<file path="src/rtl/data_mem_io_if.sv">
// CPU data-port bus plus the TX byte stream toward the serial transmitter.
// master = CPU/top-level side, slave = data_mem_io.
interface data_mem_io_if #(
  parameter int WORD_WIDTH = 16
);
  logic                  cpu_step;
  logic [WORD_WIDTH-1:0] addr;
  logic [WORD_WIDTH-1:0] wdata;
  logic                  write_en;
  logic [WORD_WIDTH-1:0] rdata;
  logic [WORD_WIDTH-1:0] leds;
  // TX stream: a byte transfers on a clk where tx_valid && tx_ready; tx_data is
  // held stable while tx_valid && !tx_ready, and tx_valid never depends on tx_ready.
  logic [7:0]            tx_data;
  logic                  tx_valid;
  logic                  tx_ready;

  modport master (
    output cpu_step, addr, wdata, write_en, tx_ready,
    input  rdata, leds, tx_data, tx_valid
  );

  modport slave (
    input  cpu_step, addr, wdata, write_en, tx_ready,
    output rdata, leds, tx_data, tx_valid
  );
endinterface

</file>
<file path="src/rtl/data_mem_io.sv">
// Data RAM plus memory-mapped I/O page (LEDs, TX FIFO, status, cycle counter).
// Reads are combinational; writes commit only on a cpu_step clk.
module data_mem_io #(
  parameter int                    WORD_WIDTH = 16,
  parameter int                    RAM_DEPTH  = 256,
  parameter int                    FIFO_DEPTH = 8,
  parameter logic [WORD_WIDTH-1:0] IO_BASE    = 16'hFF00
) (
  input logic          clk,
  input logic          rst,
  data_mem_io_if.slave bus
);
  localparam int AW = $clog2(RAM_DEPTH);
  localparam int PW = $clog2(FIFO_DEPTH);
  localparam int CW = PW + 1;
  localparam logic [WORD_WIDTH-1:0] ADDR_LEDS   = IO_BASE;
  localparam logic [WORD_WIDTH-1:0] ADDR_TX     = IO_BASE + WORD_WIDTH'(1);
  localparam logic [WORD_WIDTH-1:0] ADDR_STATUS = IO_BASE + WORD_WIDTH'(2);
  localparam logic [WORD_WIDTH-1:0] ADDR_CYCLES = IO_BASE + WORD_WIDTH'(3);

  logic [WORD_WIDTH-1:0] ram_q [RAM_DEPTH];
  logic [7:0]            fifo_q [FIFO_DEPTH];
  logic [PW-1:0]         rd_ptr_q, rd_ptr_d, wr_ptr_q, wr_ptr_d;
  logic [CW-1:0]         count_q, count_d;
  logic [WORD_WIDTH-1:0] leds_q, leds_d, cycles_q, cycles_d;
  logic                  overflow_q, overflow_d;

  logic                  commit, is_ram, ram_we;
  logic                  sel_leds, sel_tx, sel_status, sel_cycles;
  logic                  fifo_empty, fifo_full, pop, push, push_ok;
  logic [AW-1:0]         ram_idx;
  logic [3:0]            count_disp;
  logic [WORD_WIDTH-1:0] rdata;

  always_comb begin
    commit     = bus.cpu_step & bus.write_en;
    is_ram     = 32'(bus.addr) < RAM_DEPTH;
    ram_idx    = bus.addr[AW-1:0];
    sel_leds   = !is_ram && (bus.addr == ADDR_LEDS);
    sel_tx     = !is_ram && (bus.addr == ADDR_TX);
    sel_status = !is_ram && (bus.addr == ADDR_STATUS);
    sel_cycles = !is_ram && (bus.addr == ADDR_CYCLES);
    fifo_empty = (count_q == '0);
    fifo_full  = (count_q == CW'(FIFO_DEPTH));
    pop        = !fifo_empty && bus.tx_ready;
    push       = commit && sel_tx;
    // A full FIFO still takes a push when the head leaves in the same clk.
    push_ok    = push && (!fifo_full || pop);
    // Reset outranks a coincident RAM write even though RAM itself is not reset.
    ram_we     = commit && is_ram && rst;
    count_disp = (32'(count_q) > 32'd15) ? 4'hF : 4'(count_q);
  end

  always_comb begin
    rdata = '0;
    if (is_ram) begin
      rdata = ram_q[ram_idx];
    end else if (sel_leds) begin
      rdata = leds_q;
    end else if (sel_status) begin
      rdata = WORD_WIDTH'({count_disp, overflow_q, fifo_empty, fifo_full, 1'b0});
    end else if (sel_cycles) begin
      rdata = cycles_q;
    end
  end

  always_comb begin
    leds_d     = leds_q;
    overflow_d = overflow_q;
    rd_ptr_d   = rd_ptr_q;
    wr_ptr_d   = wr_ptr_q;
    count_d    = count_q + CW'(push_ok) - CW'(pop);
    cycles_d   = cycles_q + WORD_WIDTH'(1);
    if (commit && sel_leds)   leds_d     = bus.wdata;
    if (commit && sel_status) overflow_d = 1'b0;
    if (push && !push_ok)     overflow_d = 1'b1;
    if (pop)                  rd_ptr_d   = rd_ptr_q + PW'(1);
    if (push_ok)              wr_ptr_d   = wr_ptr_q + PW'(1);
  end

  always_ff @(posedge clk) begin
    if (!rst) begin
      leds_q     <= '0;
      overflow_q <= 1'b0;
      rd_ptr_q   <= '0;
      wr_ptr_q   <= '0;
      count_q    <= '0;
      cycles_q   <= '0;
    end else begin
      leds_q     <= leds_d;
      overflow_q <= overflow_d;
      rd_ptr_q   <= rd_ptr_d;
      wr_ptr_q   <= wr_ptr_d;
      count_q    <= count_d;
      cycles_q   <= cycles_d;
    end
  end

  always_ff @(posedge clk) begin
    if (ram_we) ram_q[ram_idx] <= bus.wdata;
  end

  always_ff @(posedge clk) begin
    if (push_ok && rst) fifo_q[wr_ptr_q] <= bus.wdata[7:0];
  end

  assign bus.rdata    = rdata;
  assign bus.leds     = leds_q;
  assign bus.tx_valid = !fifo_empty;
  assign bus.tx_data  = fifo_empty ? 8'h00 : fifo_q[rd_ptr_q];
endmodule

</file>
<file path="src/flat_wrapper.sv">
// flat-port wrapper written by rule: the top's interface ports become plain ports
module data_mem_io_flat 
#(
  parameter int                    WORD_WIDTH = 16,
  parameter int                    RAM_DEPTH  = 256,
  parameter int                    FIFO_DEPTH = 8,
  parameter logic [WORD_WIDTH-1:0] IO_BASE    = 16'hFF00
)
  (clk, rst, bus_cpu_step, bus_addr, bus_wdata, bus_write_en, bus_tx_ready, bus_rdata, bus_leds, bus_tx_data, bus_tx_valid);
  data_mem_io_if #(.WORD_WIDTH(WORD_WIDTH)) bus_i ();
  input logic clk;
  input logic rst;
  input wire logic [$bits(bus_i.cpu_step)-1:0] bus_cpu_step;
  input wire logic [$bits(bus_i.addr)-1:0] bus_addr;
  input wire logic [$bits(bus_i.wdata)-1:0] bus_wdata;
  input wire logic [$bits(bus_i.write_en)-1:0] bus_write_en;
  input wire logic [$bits(bus_i.tx_ready)-1:0] bus_tx_ready;
  output wire logic [$bits(bus_i.rdata)-1:0] bus_rdata;
  output wire logic [$bits(bus_i.leds)-1:0] bus_leds;
  output wire logic [$bits(bus_i.tx_data)-1:0] bus_tx_data;
  output wire logic [$bits(bus_i.tx_valid)-1:0] bus_tx_valid;
  assign bus_i.cpu_step = bus_cpu_step;
  assign bus_i.addr = bus_addr;
  assign bus_i.wdata = bus_wdata;
  assign bus_i.write_en = bus_write_en;
  assign bus_i.tx_ready = bus_tx_ready;
  assign bus_rdata = bus_i.rdata;
  assign bus_leds = bus_i.leds;
  assign bus_tx_data = bus_i.tx_data;
  assign bus_tx_valid = bus_i.tx_valid;
  data_mem_io #(.WORD_WIDTH(WORD_WIDTH), .RAM_DEPTH(RAM_DEPTH), .FIFO_DEPTH(FIFO_DEPTH), .IO_BASE(IO_BASE)) u_core (.clk(clk), .rst(rst), .bus(bus_i));
endmodule
</file>
<file path="config.mk">
export PLATFORM = sky130hd
export DESIGN_NAME = data_mem_io_flat
export DESIGN_NICKNAME = d
export VERILOG_FILES = /design/src/rtl/data_mem_io_if.sv /design/src/rtl/data_mem_io.sv /design/src/flat_wrapper.sv
export SDC_FILE = /design/constraint.sdc
export NUM_CORES = 2
export LEC_CHECK = 0
export CAP_MARGIN = 20
export CELL_PAD_IN_SITES_DETAIL_PLACEMENT = 2
export CELL_PAD_IN_SITES_GLOBAL_PLACEMENT = 2
export CORE_ASPECT_RATIO = 1.75
export CORE_MARGIN = 2
export CORE_UTILIZATION = 55
export DETAILED_ROUTE_END_ITERATION = 6
export GPL_TIMING_DRIVEN = 0
export PLACE_DENSITY_LB_ADDON = 0.1
export RECOVER_POWER = 100
export SLEW_MARGIN = 15
export SYNTH_ARGS = -nofsm -noshare
export SYNTH_HDL_FRONTEND = slang
export SYNTH_MEMORY_MAX_BITS = 65536
export SYNTH_SLANG_ARGS = --single-unit
</file>
<file path="constraint.sdc">
create_clock -name clk -period 8.42 [get_ports clk]
set_input_delay 1.684 -clock clk [delete_from_list [all_inputs] [get_ports clk]]
set_output_delay 1.684 -clock clk [all_outputs]
set_load 0.02 [all_outputs]
</file>
==> results of run 1 <==
-- through the flow --
stage | std cells | setup slack, ns | area (µm²)
global placement | 11172 | -4.031 | 167300
floorplan | 7256 | 2.830 | 161700
-- logic make-up after synthesis --
| group | after synthesis |
|---|---|
| XOR/XNOR | 18 |
| adder cells (fa/ha/maj) | 10 |
| buffers and inverters | 435 |
| flip-flops | 4206 |
| AO/OA/AOI/OAI | 620 |
| AND/OR/NAND/NOR | 618 |
| multiplexers | 1349 |
==> flow_metrics.env, run 1 <==
export IMPL_status="stopped before the end"
export IMPL_failing_step="detailed placement"
export IMPL_error_line="[ERROR DPL-0033] detailed placement checks failed during check placement."
export IMPL_port_buffers=74
export IMPL_die_w_um=413.9
export IMPL_ys_flop_type="edfxtp_1"
export IMPL_ys_seq_area_share_pct=77.82
export IMPL_synth_top_family_by_area="multiplexers"
export IMPL_rows=263
export IMPL_synth_cell_types=68
export IMPL_async_reset_ff_share_pct=0
export IMPL_synth_adder_area_share_pct=0.08202
export IMPL_netlist_area_leader_share_pct=77.25
export IMPL_dp_hpwl_um=627000
export IMPL_synthMuxAreaShare_pct=16.09
export IMPL_netlist_instances=7256
export IMPL_synthSimpleGateAreaFrac_pct=1.709
export IMPL_boundaryPins=78
export IMPL_synth_seq_cells=4206
export IMPL_initial_core_util_pct=55.21
export IMPL_synth_compound_area_share_pct=2.771
export IMPL_netlist_area_mm2=0.1617
export IMPL_synth_edf_count=4160
export IMPL_synth_fp_nets=7303
export IMPL_synth_xor_area_share_pct=0.09749
export IMPL_synth_common_cells="edfxtp_1 (4,160), mux4_2 (999), mux2i_1 (344)"
export IMPL_syn_avg_cell_area_um2=22.29
export IMPL_yosysWarningCount=0
export IMPL_post_synth_top_count_cell="edfxtp_1"
export IMPL_yosysTopAreaCell="edfxtp_1"
export IMPL_globalplace_congestion=1.059
export IMPL_fp_dieH_um=721.3
export IMPL_ys_top_cells_by_area="edfxtp_1 (77%), mux4_2 (14%), mux2i_1 (2.1%)"
==> inputs of run 2 (changes only) <==
Settings changed: CELL_PAD_IN_SITES_DETAIL_PLACEMENT 2 to not set, CELL_PAD_IN_SITES_GLOBAL_PLACEMENT 2 to not set, CORE_ASPECT_RATIO 1.75 to not set, CORE_UTILIZATION 55 to 40, PLACE_DENSITY_LB_ADDON 0.1 to 0.15.
==> run 2 against run 1 <==
  * The flow now finishes, with violations (design-rule violations, max-capacitance violations, max-slew violations, negative setup slack)
  * Synthesized cell count unchanged
  * Area after synthesis is the same
==> flow_metrics.env, run 2 <==
export IMPL_power_switching_w=0.01109
export IMPL_cp_slowest_cell="nor2_1"
export IMPL_finish_utilization_pct=46.77
export IMPL_relSlewSlack_pct=-352.5
export IMPL_max_freq_mhz=111.4
export IMPL_syn_avg_cell_area_um2=22.29
export IMPL_vdd_ir_drop_max_v=0.0001791
export IMPL_grt_usage_pct=35.30
export IMPL_p_clk_share_pct=42.7
export IMPL_grt_ovfl_total=0
export IMPL_numCtsBuffers=445
export IMPL_grt_max_degree=146
export IMPL_rows=233
export IMPL_path_class="primary input to flip-flop"
export IMPL_netlist_area_mm2=0.1617
export IMPL_cap_violations=219
export IMPL_dieArea_mm2=0.4094
export IMPL_drt_iter0_drc=18016
export IMPL_min_period_ns=8.978
export IMPL_vias=93389
export IMPL_die_w_um=639.8
export IMPL_ys_flop_type="edfxtp_1"
export IMPL_wl_per_cell_um=52.42
export IMPL_p_per_area_mw_per_mm2=245.9
export IMPL_drt_antenna_violating_nets=0
export IMPL_largest_reg_flops=4096
export IMPL_synth_seq_cells=4206
export IMPL_initial_core_util_pct=40.16
export IMPL_biggestRegsByFlops="u_core.ram_q (4096), u_core.fifo_q (64)"
export IMPL_crit_fanout=10
export IMPL_violations="design-rule violations, max-capacitance violations, max-slew violations, negative setup slack"
export IMPL_power_internal_w=0.03521
export IMPL_critPathCaptureType="flip-flop"
export IMPL_drcViolationCount=3
export IMPL_clkSlewWorstSetupHoldPaths_ns=0.06
export IMPL_port_buffers=74
export IMPL_cts_sinks=4206
export IMPL_setup_violations_final=354
export IMPL_combPwrFrac_pct=7.4
export IMPL_detail_route_first_pass_iterations=7
export IMPL_drt_total_wl_um=729800
export IMPL_cts_tree="done"
export IMPL_drive_gt1_share_pct=25.80
export IMPL_n_fill_cell=33413
export IMPL_synth_fp_nets=7303
export IMPL_finalCritPeriodShare_pct=106.6
export IMPL_insertion_delay_ns=1.03
export IMPL_htreeDepth=5
export IMPL_dp_hpwl_um=506800
export IMPL_seqPwrFrac_pct=49.9
export IMPL_ys_top_cells_by_area="edfxtp_1 (77%), mux4_2 (14%), mux2i_1 (2.1%)"
export IMPL_critical_path_max_stage_delay_ns=1.55
export IMPL_status="complete, but fails checks"
export IMPL_ctsRootBufferMaster="clkbuf_16"
export IMPL_fin_nets=8142
export IMPL_ys_seq_area_share_pct=77.82
export IMPL_clockBufferDepth=4
export IMPL_final_max_slew_viol_count=6202
export IMPL_final_cell_mix="edfxtp_1 (4,160), mux4_2 (999), clkbuf_16 (445)"
export IMPL_crit_arrival_ns=9.60
export IMPL_worst_slack_ns=-0.5584
export IMPL_fp_dieH_um=639.8
export IMPL_path_common_cell="clkbuf_1"
export IMPL_synth_common_cells="edfxtp_1 (4,160), mux4_2 (999), mux2i_1 (344)"
export IMPL_vias_per_cell=6.708
export IMPL_globalplace_congestion=1.028
export IMPL_skew_ns=0.01807
export IMPL_cp_required_ns=9.04
export IMPL_synth_cell_types=68
export IMPL_tightest_slew_ns=6.788
export IMPL_grt_pass1_vias=85189
export IMPL_antenna_found_initial=104
export IMPL_p_sw_share_pct=23.96
export IMPL_fin_cells=13922
export IMPL_netlist_instances=7256
export IMPL_netlist_area_leader_share_pct=77.25
export IMPL_hold_path_class="flip-flop to flip-flop"
export IMPL_post_synth_top_count_cell="edfxtp_1"
export IMPL_path_cells="dlygate4sd3_1 > nor4_1 > nand2_1 > nor2_1 > clkbuf_1 > nand3_1 > clkbuf_1 > nor2_1 > clkbuf_1"
export IMPL_yosysWarningCount=0
export IMPL_layout_commonest_cell="edfxtp_1"
export IMPL_syn2layout_area_growth_pct=16.44
export IMPL_hold_violations=0
export IMPL_start_kind="primary input"
export IMPL_post_place_cells=13057
export IMPL_async_reset_ff_share_pct=0
export IMPL_rrSetupSlack_ns=3.89
export IMPL_coreArea_mm2=0.4026
export IMPL_boundaryPins=78
export IMPL_yosysTopAreaCell="edfxtp_1"
export IMPL_largest_register="u_core.ram_q"
export IMPL_grt_first_pass_wirelength_um=915200
export IMPL_leakage_nw=58.83
export IMPL_synth_edf_count=4160
-- run 2: repair_timing --
item,CTS,global route
gates resized for setup,163,54
pin swaps,7,10
setup endpoints to repair,16,8
buffers inserted,0,0
hold buffers,0,0
-- run 2: path summary, 6_finish.rpt --
check        cells past startpoint                              to                            start
max                              9   u_core.ram_q[91][4]$_DFFE_PP_                     bus_addr[12]
min                              2  u_core.overflow_q$_SDFFE_PN0P_   u_core.overflow_q$_SDFFE_PN0P_
min reg2reg                      2  u_core.overflow_q$_SDFFE_PN0P_   u_core.overflow_q$_SDFFE_PN0P_
max reg2reg                      8   u_core.fifo_q[0][7]$_DFFE_PP_  u_core.count_disp[3]$_SDFF_PN0_
-- run 2: cell families (layout without fill, tap and decap cells) --
| kind of cell | Yosys count | count (layout) | synth area share (%) |
|---|---|---|---|
| AO/OA/AOI/OAI | 620 | 620 | 2.771 |
| XOR/XNOR | 18 | 18 | 0.09749 |
| adder cells (fa/ha/maj) | 10 | 10 | 0.08202 |
| buffers and inverters | 435 | 1636 | 1.433 |
| flip-flops | 4206 | 4206 | 77.82 |
| multiplexers | 1349 | 1349 | 16.09 |
| other | 0 | 60 | 0 |
| AND/OR/NAND/NOR | 618 | 618 | 1.709 |
-- run 2: metrics by stage --
stage          setup WS [ns]     TNS, ns  total power [W]  hold slack [ns]  area (µm²)
6_report             -0.5584      -68.75          0.04631           0.4925      188300
3_3_place_gp          -4.859           -          0.02683           0.4839      169200
2_1_floorplan          2.830           0          0.02471           0.4440      161700
4_1_cts             0.003236           0          0.04616           0.4935      193200
5_1_grt           -0.0002292  -0.0002292          0.04703           0.5124      188200
3_5_place_dp          -2.130      -23.33          0.02681           0.4851      178400
-- run 2: cell type report --
class	instances	area (µm²)	area share [%]
antenna	60	150.1	0.07974
buffer	411	2820	1.498
clock buffer	545	11510	6.113
clock inverter	264	2810	1.492
inverter	12	51.30	0.02724
multi-input combinational	2615	33970	18.04
sequential	4206	125800	66.83
tap	5405	6763	3.592
timing repair buffer	404	4377	2.324
-- run 2: routing by layer --
layer | vias to the layer above | GRT usage (%) | routed length [µm]
li1 | 32674 | - | -
met3 | 1827 | 13.93 | 108600
met2 | 8337 | 49.41 | 302900
met4 | 30 | 21.87 | 58540
met1 | 50521 | 46.03 | 259600
met5 | - | 0.4136 | 237
-- run 2: worst max-delay path: cells and delay by family --
family                 cells  cell delay [ns]
buffers and inverters      4             3.41
and+or+nand+nor            5             4.42
-- run 2: power by group through the flow --
stage	registers, W	logic [W]	clock network [W]
3_5_place_dp	0.0235	0.00334	0
6_report	0.0231	0.00343	0.0198
4_1_cts	0.0230	0.00336	0.0198
5_1_grt	0.0231	0.00338	0.0205
2_1_floorplan	0.0235	0.00124	0
3_3_place_gp	0.0237	0.00309	0
Power figures use the tool's default switching activity.
